[src/rtl/cpu_run_ctrl.sv]
// cpu_run_ctrl: run/dump sequencer for the 16-bit CPU core.
// Holds the core in reset after a start pulse, lets it run until a halt
// encoding reaches decode, drains the pipeline, then takes over the
// data-memory read port and streams every nonzero word as an
// (address, data) beat on a valid/ready interface.
// Optional feature: define RUN_WATCHDOG_EN to end runs that exceed
// WDOG_CYCLES cycles in RUN and flag them with timeout.
module cpu_run_ctrl #(
    parameter int          RESET_CYCLES = 4,
    parameter int          DRAIN_CYCLES = 10,
    parameter logic [15:0] HALT_OP0     = 16'hE000,
    parameter logic [15:0] HALT_OP1     = 16'hE7FF,
    parameter int          WDOG_CYCLES  = 65535
) (
    input  logic        clk,
    input  logic        reset,
    input  logic        start,
    input  logic [15:0] instr,
    output logic        cpu_reset,
    output logic        mem_sel,
    output logic        mem_rd_en,
    output logic [15:0] mem_addr,
    input  logic [15:0] mem_rd_data,
    output logic        dump_valid,
    input  logic        dump_ready,
    output logic [15:0] dump_addr,
    output logic [15:0] dump_data,
    output logic        busy,
    output logic        done,
    output logic        timeout
);

    typedef enum logic [2:0] {
        S_IDLE,
        S_RESET,
        S_RUN,
        S_DRAIN,
        S_SCAN_RD,
        S_SCAN_CHK,
        S_OUT,
        S_DONE
    } state_t;

    localparam logic [15:0] LAST_ADDR = 16'hFFFF;

    state_t      state;
    logic [15:0] cnt;
    logic        halt_hit;
    logic        wdog_hit;

    assign halt_hit = (instr == HALT_OP0) || (instr == HALT_OP1);

`ifdef RUN_WATCHDOG_EN
    localparam int WDOG_W = (WDOG_CYCLES > 1) ? $clog2(WDOG_CYCLES) : 1;
    logic [WDOG_W-1:0] wdog_cnt;
    assign wdog_hit = (wdog_cnt == WDOG_W'(WDOG_CYCLES - 1));
`else
    assign wdog_hit = 1'b0;
    assign timeout  = 1'b0;
`endif

    // Registered status flags for the state being entered:
    // {cpu_reset, mem_sel, busy, done}
    function automatic logic [3:0] flags(input state_t s);
        logic [3:0] f;
        f = 4'b1000;
        case (s)
            S_IDLE:     f = 4'b1000;
            S_RESET:    f = 4'b1010;
            S_RUN:      f = 4'b0010;
            S_DRAIN:    f = 4'b0010;
            S_SCAN_RD:  f = 4'b1110;
            S_SCAN_CHK: f = 4'b1110;
            S_OUT:      f = 4'b1110;
            S_DONE:     f = 4'b1101;
            default:    f = 4'b1000;
        endcase
        return f;
    endfunction

    // Sequencer FSM with all outputs registered alongside the state
    always_ff @(posedge clk or negedge reset) begin
        if (!reset) begin
            state      <= S_IDLE;
            cnt        <= '0;
            {cpu_reset, mem_sel, busy, done} <= 4'b1000;
            mem_rd_en  <= 1'b0;
            mem_addr   <= '0;
            dump_valid <= 1'b0;
            dump_addr  <= '0;
            dump_data  <= '0;
`ifdef RUN_WATCHDOG_EN
            wdog_cnt   <= '0;
            timeout    <= 1'b0;
`endif
        end else begin
            // The read strobe is a single-cycle pulse issued on SCAN_RD entry
            mem_rd_en <= 1'b0;
            case (state)
                S_IDLE, S_DONE: begin
                    if (start) begin
                        state    <= S_RESET;
                        {cpu_reset, mem_sel, busy, done} <= flags(S_RESET);
                        cnt      <= '0;
                        mem_addr <= '0;
`ifdef RUN_WATCHDOG_EN
                        timeout  <= 1'b0;
`endif
                    end
                end
                S_RESET: begin
                    if (cnt == 16'(RESET_CYCLES)) begin
                        state <= S_RUN;
                        {cpu_reset, mem_sel, busy, done} <= flags(S_RUN);
`ifdef RUN_WATCHDOG_EN
                        wdog_cnt <= '0;
`endif
                    end else begin
                        cnt <= cnt + 16'd1;
                    end
                end
                S_RUN: begin
`ifdef RUN_WATCHDOG_EN
                    wdog_cnt <= wdog_cnt + WDOG_W'(1);
                    if (!halt_hit && wdog_hit) timeout <= 1'b1;
`endif
                    // A real halt wins over a watchdog expiry on the same edge
                    if (halt_hit || wdog_hit) begin
                        state <= S_DRAIN;
                        {cpu_reset, mem_sel, busy, done} <= flags(S_DRAIN);
                        cnt   <= '0;
                    end
                end
                S_DRAIN: begin
                    if (cnt == 16'(DRAIN_CYCLES)) begin
                        state     <= S_SCAN_RD;
                        {cpu_reset, mem_sel, busy, done} <= flags(S_SCAN_RD);
                        mem_rd_en <= 1'b1;
                        mem_addr  <= '0;
                    end else begin
                        cnt <= cnt + 16'd1;
                    end
                end
                S_SCAN_RD: begin
                    state <= S_SCAN_CHK;
                    {cpu_reset, mem_sel, busy, done} <= flags(S_SCAN_CHK);
                end
                S_SCAN_CHK: begin
                    if (mem_rd_data != 16'd0) begin
                        state      <= S_OUT;
                        {cpu_reset, mem_sel, busy, done} <= flags(S_OUT);
                        dump_valid <= 1'b1;
                        dump_addr  <= mem_addr;
                        dump_data  <= mem_rd_data;
                    end else if (mem_addr == LAST_ADDR) begin
                        state <= S_DONE;
                        {cpu_reset, mem_sel, busy, done} <= flags(S_DONE);
                    end else begin
                        state     <= S_SCAN_RD;
                        {cpu_reset, mem_sel, busy, done} <= flags(S_SCAN_RD);
                        mem_addr  <= mem_addr + 16'd1;
                        mem_rd_en <= 1'b1;
                    end
                end
                S_OUT: begin
                    // dump_valid is high throughout OUT, so ready alone completes the beat
                    if (dump_ready) begin
                        dump_valid <= 1'b0;
                        if (mem_addr == LAST_ADDR) begin
                            state <= S_DONE;
                            {cpu_reset, mem_sel, busy, done} <= flags(S_DONE);
                        end else begin
                            state     <= S_SCAN_RD;
                            {cpu_reset, mem_sel, busy, done} <= flags(S_SCAN_RD);
                            mem_addr  <= mem_addr + 16'd1;
                            mem_rd_en <= 1'b1;
                        end
                    end
                end
                default: begin
                    state <= S_IDLE;
                    {cpu_reset, mem_sel, busy, done} <= flags(S_IDLE);
                end
            endcase
        end
    end

endmodule

[config.mk]
export PLATFORM = sky130hd
export DESIGN_NAME = cpu_run_ctrl
export DESIGN_NICKNAME = d
export VERILOG_FILES = /design/src/rtl/cpu_run_ctrl.sv
export SDC_FILE = /design/constraint.sdc
export NUM_CORES = 1
export LEC_CHECK = 0
export CORE_ASPECT_RATIO = 1.2
export CORE_MARGIN = 8
export CORE_UTILIZATION = 45
export CTS_BUF_LIST = sky130_fd_sc_hd__clkbuf_16
export DETAILED_ROUTE_END_ITERATION = 7
export PLACE_DENSITY = 0.73
export SYNTH_ARGS = -nofsm -noshare
export SYNTH_HDL_FRONTEND = slang
export SYNTH_SLANG_ARGS = --single-unit
[constraint.sdc]
create_clock -name clk -period 1.97 [get_ports clk]
set_input_delay 0.197 -clock clk [delete_from_list [all_inputs] [get_ports clk]]
set_output_delay 0.197 -clock clk [all_outputs]
set_load 0.01 [all_outputs]
# [Word level (Yosys, flattened, before mapping)]
# Cells that the tools add are included.
# W data, S select, Z words.
[word_totals] ff_bits=73 inputBits=36
[op_classes] add_sub_neg=2 n_eq_ne=21 mux=44 n_reduce_logical=13
[ops] op="$mux W16" n=8
[ops] op="$pmux W16 S4" n=2
[ops] op="$eq A16 B16 Y1 const B" n=3
[ops] op="$add A16 B1 Y16 const B" n=2
[ops] op="$pmux W3 S7" n=1
[ops] op="$mux W1" n=20
[ops] op="$ne A2 B2 Y1 const B" n=9
[ops] op="$eq A16 B3 Y1 const B" n=1
[ops] op="$eq A16 B4 Y1 const B" n=1
[ops] op="$reduce_bool A16 Y1" n=1
[ops] op="$mux W3" n=5
[ops] op="$reduce_and A5 Y1" n=3
[ops] op="$pmux W1 S7" n=2
[ops] op="$eq A3 B3 Y1 const B" n=4
[ops] op="$pmux W1 S6" n=2
[ops] op="$reduce_bool A4 Y1" n=2
[ops] op="$eq A3 B2 Y1 const B" n=2
[ops] op="$mux W2" n=2
[ops] op="$reduce_or A2 Y1" n=2
[ops] op="$eq A3 B1 Y1 const B" n=1
[ops] op="$logic_not A3 Y1" n=1
[ops] op="$pmux W1 S3" n=1
[ops] op="$reduce_and A3 Y1" n=1
[ops] op="$pmux W1 S2" n=1
[ops] op="3 further kinds" n=3

# [Logic depth before layout (Yosys ltp)]
[logic_depth] ltp_word=4 ltp_mapped=8 mapped_depth_nobuf=7

# [Worst setup path after synthesis]
# Ideal clock, no wire load.
[synth_timing] path_kind="flip-flop to flip-flop" start="register cnt[8]" end="register busy" setup_time_ns=0.125 arrival_ns=1.907 required_ns=1.845 path_slack_ns=-0.062 path_stages_with_launch=7 n_path_buf=1 cell_sequence="dfrtp_1 -> buf_6 -> nor4_4 -> nand4_2 -> a211o_1 -> a221oi_4 -> mux2_4"
[synth_between] elab_chain_len=3 elab_cells_between_ends=5 classes_between="eq/ne: 4; reduce/logical: 1"
[synth_rtl] item="start: declaration" line="47" source="logic [15:0] cnt;"
[synth_rtl] item="start signal: assignment" line="119" source="cnt <= cnt + 16'd1;"
[synth_rtl] item="start signal: assignment" line="141" source="cnt <= cnt + 16'd1;"
[synth_rtl] item="$eq A16 B4 Y1 or $eq A16 B3 Y1 (tied branches)" line="135, 112"
[synth_rtl] item="$ne A2 B2 Y1 (no source line)"
[synth_rtl] item="$reduce_and A5 Y1 (no source line) (*)"
[synth_rtl] item="end signal: assignment" line="130" source="{cpu_reset, mem_sel, busy, done} <= flags(S_DRAIN);"
[synth_rtl] item="end signal: assignment" line="137" source="{cpu_reset, mem_sel, busy, done} <= flags(S_SCAN_RD);"
[synth_rtl] item="end signal: assignment" line="146" source="{cpu_reset, mem_sel, busy, done} <= flags(S_SCAN_CHK);"
[synth_rtl] item="end: declaration" line="28" source="output logic busy,"
# Every way passes the cells marked *; elsewhere a longest branch is shown, timed or not.
# A chain may end at the register's enable or synchronous reset.

# [Worst setup path in the final report]
[layout_timing] start="register cnt[9]" end="register done"
[layout_between] elab_chain_len=3 elab_cells_between_ends=5 classes_between="eq/ne: 4; reduce/logical: 1"
[layout_rtl] item="$eq A16 B4 Y1 or $eq A16 B3 Y1 (tied branches)" line="135, 112"
[layout_rtl] item="$ne A2 B2 Y1 (no source line)"
[layout_rtl] item="$reduce_and A5 Y1 (no source line) (*)"
[layout_rtl] item="end signal: assignment" line="130"
[layout_rtl] item="end signal: assignment" line="137"
[layout_rtl] item="end signal: assignment" line="146"
[layout_rtl] item="end: declaration" line="29" source="output logic done,"
# Marks and branches as above.

==> results_dict.tcl <==
set metrics [dict create \
    drv_slew 0 \
    setup_viol 5 \
    reg2reg_depth 6 \
    hpwl_um 8010 \
    dieArea_um2 11700 \
    drive_above_1_share 0.300 \
    via_per_inst 5.69 \
    dpl_worst_slack_ns -0.452 \
    finClkSkew_ns 0.00762 \
    max_freq_mhz 498 \
    syn_inst 365 \
    critical_path_arrival_ns 2.26 \
    cts.sinks 72 \
    grt_pass1_vias 3762 \
    ys_types 62 \
    max-vdd-ir-drop_mv 0.658 \
    async_flop_share 1.00 \
    synth_top_cell_by_area "dfrtp_1" \
    cts_made_buffers 9 \
    synth_edf_count 0 \
    final_common_cell "clkdlybuf4s50_1" \
    path_class "reg -> reg" \
    rsz0062_at_grt "yes" \
    fillers 643 \
    yosysSeqAreaShare 0.473 \
    synth_top_area_frac 0.466 \
    crit_path_max_fanout 3 \
    cp.required_ns 2.22 \
    setup_slack_ns -0.0378 \
    num_antenna_cells 0 \
    vias 3705 \
    p_leak_nw 2.50 \
    final_area_um2 5830 \
    rows 37 \
    synth.area.top_cells "dfrtp_1 (47%), mux2_2 (8.0%), a31oi_1 (4.6%), nand2_1 (3.3%), o21ai_0 (2.5%)" \
    syn-cell-area_um2 3810 \
    final_hold_viol_count 0 \
    synth-main-ff-cell "dfrtp_1" \
    cts_tree "built" \
    ant_nets 0 \
    cp-end-kind "flip-flop" \
    outcome "finished with violations" \
    drt_iter0_drc 190 \
    worstSetupStartpointType "flip-flop" \
    synth_warnings 0 \
    powerDensity_nw_per_um2 1190 \
    wirelength_um 11300 \
    io_pins 91 \
    gp_congestion 0.862 \
    final_cell_mix "clkdlybuf4s50_1 (87), buf_4 (75), dfrtp_1 (70), nand2_1 (33), mux2_2 (27)" \
    insertion_delay_ns 0.34 \
    cts_root_buffer "clkbuf_16" \
    min_period_ns 2.01 \
    worstMarginPinSlew_ns 0.547 \
    initial_core_util 0.452 \
    die_h_um 117 \
    port_buffers 89 \
    worstHoldPathCells 2 \
    post-route-drc-count 0 \
    grt_max_degree 39 \
    path_clk_slew_ns 0.06 \
    violations "setup timing" \
    relSlewSlack 0.632 \
    post_dp_cell_area_um2 5320 \
    finish.net_count 569 \
    core_region_area_um2 8430 \
    antenna_found_initial 0 \
    max_cap_violations 0 \
    dr.pass1.iters 5 \
    syn_area_per_cell_um2 10.4 \
    synth_nets 405 \
    clockBufferDepth 2 \
    multi_input_area_um2 1970 \
    avgRoutedWirePerCell_um 17.4 \
    grt_use_total 0.195 \
    holdCritPathClass "in -> reg" \
    htree_levels 3 \
    grt_pass1_wl_um 18300 \
    area_delta_synth_final_pct 52.9 \
    synth_seq_cells 72 \
    die_x_um 100 \
    grt-ovfl-total 0 \
    fin_crit_sh 1.02 \
    seqCellArea_um2 1800 \
]
[power by group]
group / internal [W] / total [W] / switching, W
Sequential: 0.00181 / 0.00203 / 0.000222
Clock: 0.00111 / 0.00176 / 0.000653
Combinational: 0.00166 / 0.00316 / 0.00150
[path summary, 6_finish.rpt]
kind	start	to	slack [ns]
min in group asynchronous	reset	cnt[1]	0.38
worst max-delay path	cnt[9]	done	-0.04
worst min-delay path	mem_rd_data[6]	dump_data[6]	0.27
worst min register to register	cpu_reset	cpu_reset	0.47
max in group asynchronous	reset	mem_addr[12]	0.99
worst max register to register	cnt[9]	done	-0.04
[cell usage after synthesis (4+ instances only)]
library cell / instances
a31oi_1: 28
a21oi_1: 11
nand4_1: 11
and3_1: 4
ha_1: 4
buf_2: 9
nand2b_1: 5
nor4_1: 10
dfrtp_1: 71
o22a_1: 6
a21o_1: 4
o21ai_0: 19
mux2_2: 27
inv_1: 12
nor2_1: 12
nor3_1: 6
nand3_1: 17
nor3b_1: 4
nand2_1: 33
a41oi_1: 4
and2_1: 4
or3_1: 6
[metrics by stage]
| step | util | hold WS [ns] | TNS [ns] | power [W] | instances |
|---|---|---|---|---|---|
| after floorplan | - | -0.0986 | -0.0196 | 0.00345 | 365 |
| after global placement | 0.632 | 0.196 | -16.71 | 0.00475 | 629 |
| after detailed placement | 0.632 | 0.199 | -19.22 | 0.00482 | 629 |
| after global routing | 0.691 | 0.295 | -1.61 | 0.00730 | 651 |
| final | 0.691 | 0.275 | -0.111 | 0.00696 | 651 |
| after CTS | 0.675 | 0.280 | -0.0764 | 0.00667 | 646 |
[critical path, cell delays in order (launching register included)]
cell and delay (ns):
dfrtp_2 0.42, nor4_4 0.36, nand4_2 0.17, a211o_1 0.33
a221oi_4 0.28, buf_4 0.18, mux2i_1 0.19
[flip-flops by register name, summed over array words and instances (netlist names)]
signal,flops
done,1
cpu_reset,1
dump_valid,1
mem_sel,1
cnt,16
dump_data,16
mem_addr,16
mem_rd_en,1
busy,1
dump_addr,16
state,2
[what timing repair did]
| item | CTS | global route |
|---|---|---|
| hold buffers | 1 | 0 |
| endpoints found under the hold margin | 34 | 0 |
| endpoints found under the setup margin | 20 | 37 |
| pin swaps | 4 | 3 |
| resized for setup | 8 | 24 |
| cloned | 0 | 2 |
| setup buffers | 0 | 4 |
[kinds of logic (layout without fill, tap and decap cells)]
kind of cell / after synthesis / in the layout / share of synthesized area
other: 1 / 1 / 0.000984
muxes: 31 / 31 / 0.0916
and+or+nand+nor: 130 / 130 / 0.199
DFF: 72 / 72 / 0.473
AOI/OAI and AO/OA: 97 / 97 / 0.182
adders and majority gates: 4 / 4 / 0.0131
buffers and inverters: 30 / 199 / 0.0397
[routing by layer]
metal	share of wire	wire [um]	GRT usage
met1	0.38	4320	0.219
met2	0.53	6020	0.351
met3	0.061	691	0.0497
met4	0.025	280	0.0697
met5	0	0	0
[layout make-up]
class	count	share of cell area
well taps	117	0.0251
flip-flops and latches	72	0.310
clock inverters	7	0.0168
inverters	12	0.00773
clock buffers	9	0.0387
multi-input cells	263	0.338
repair buffers	171	0.264
No activity file was read; power rests on OpenSTA's default activity.
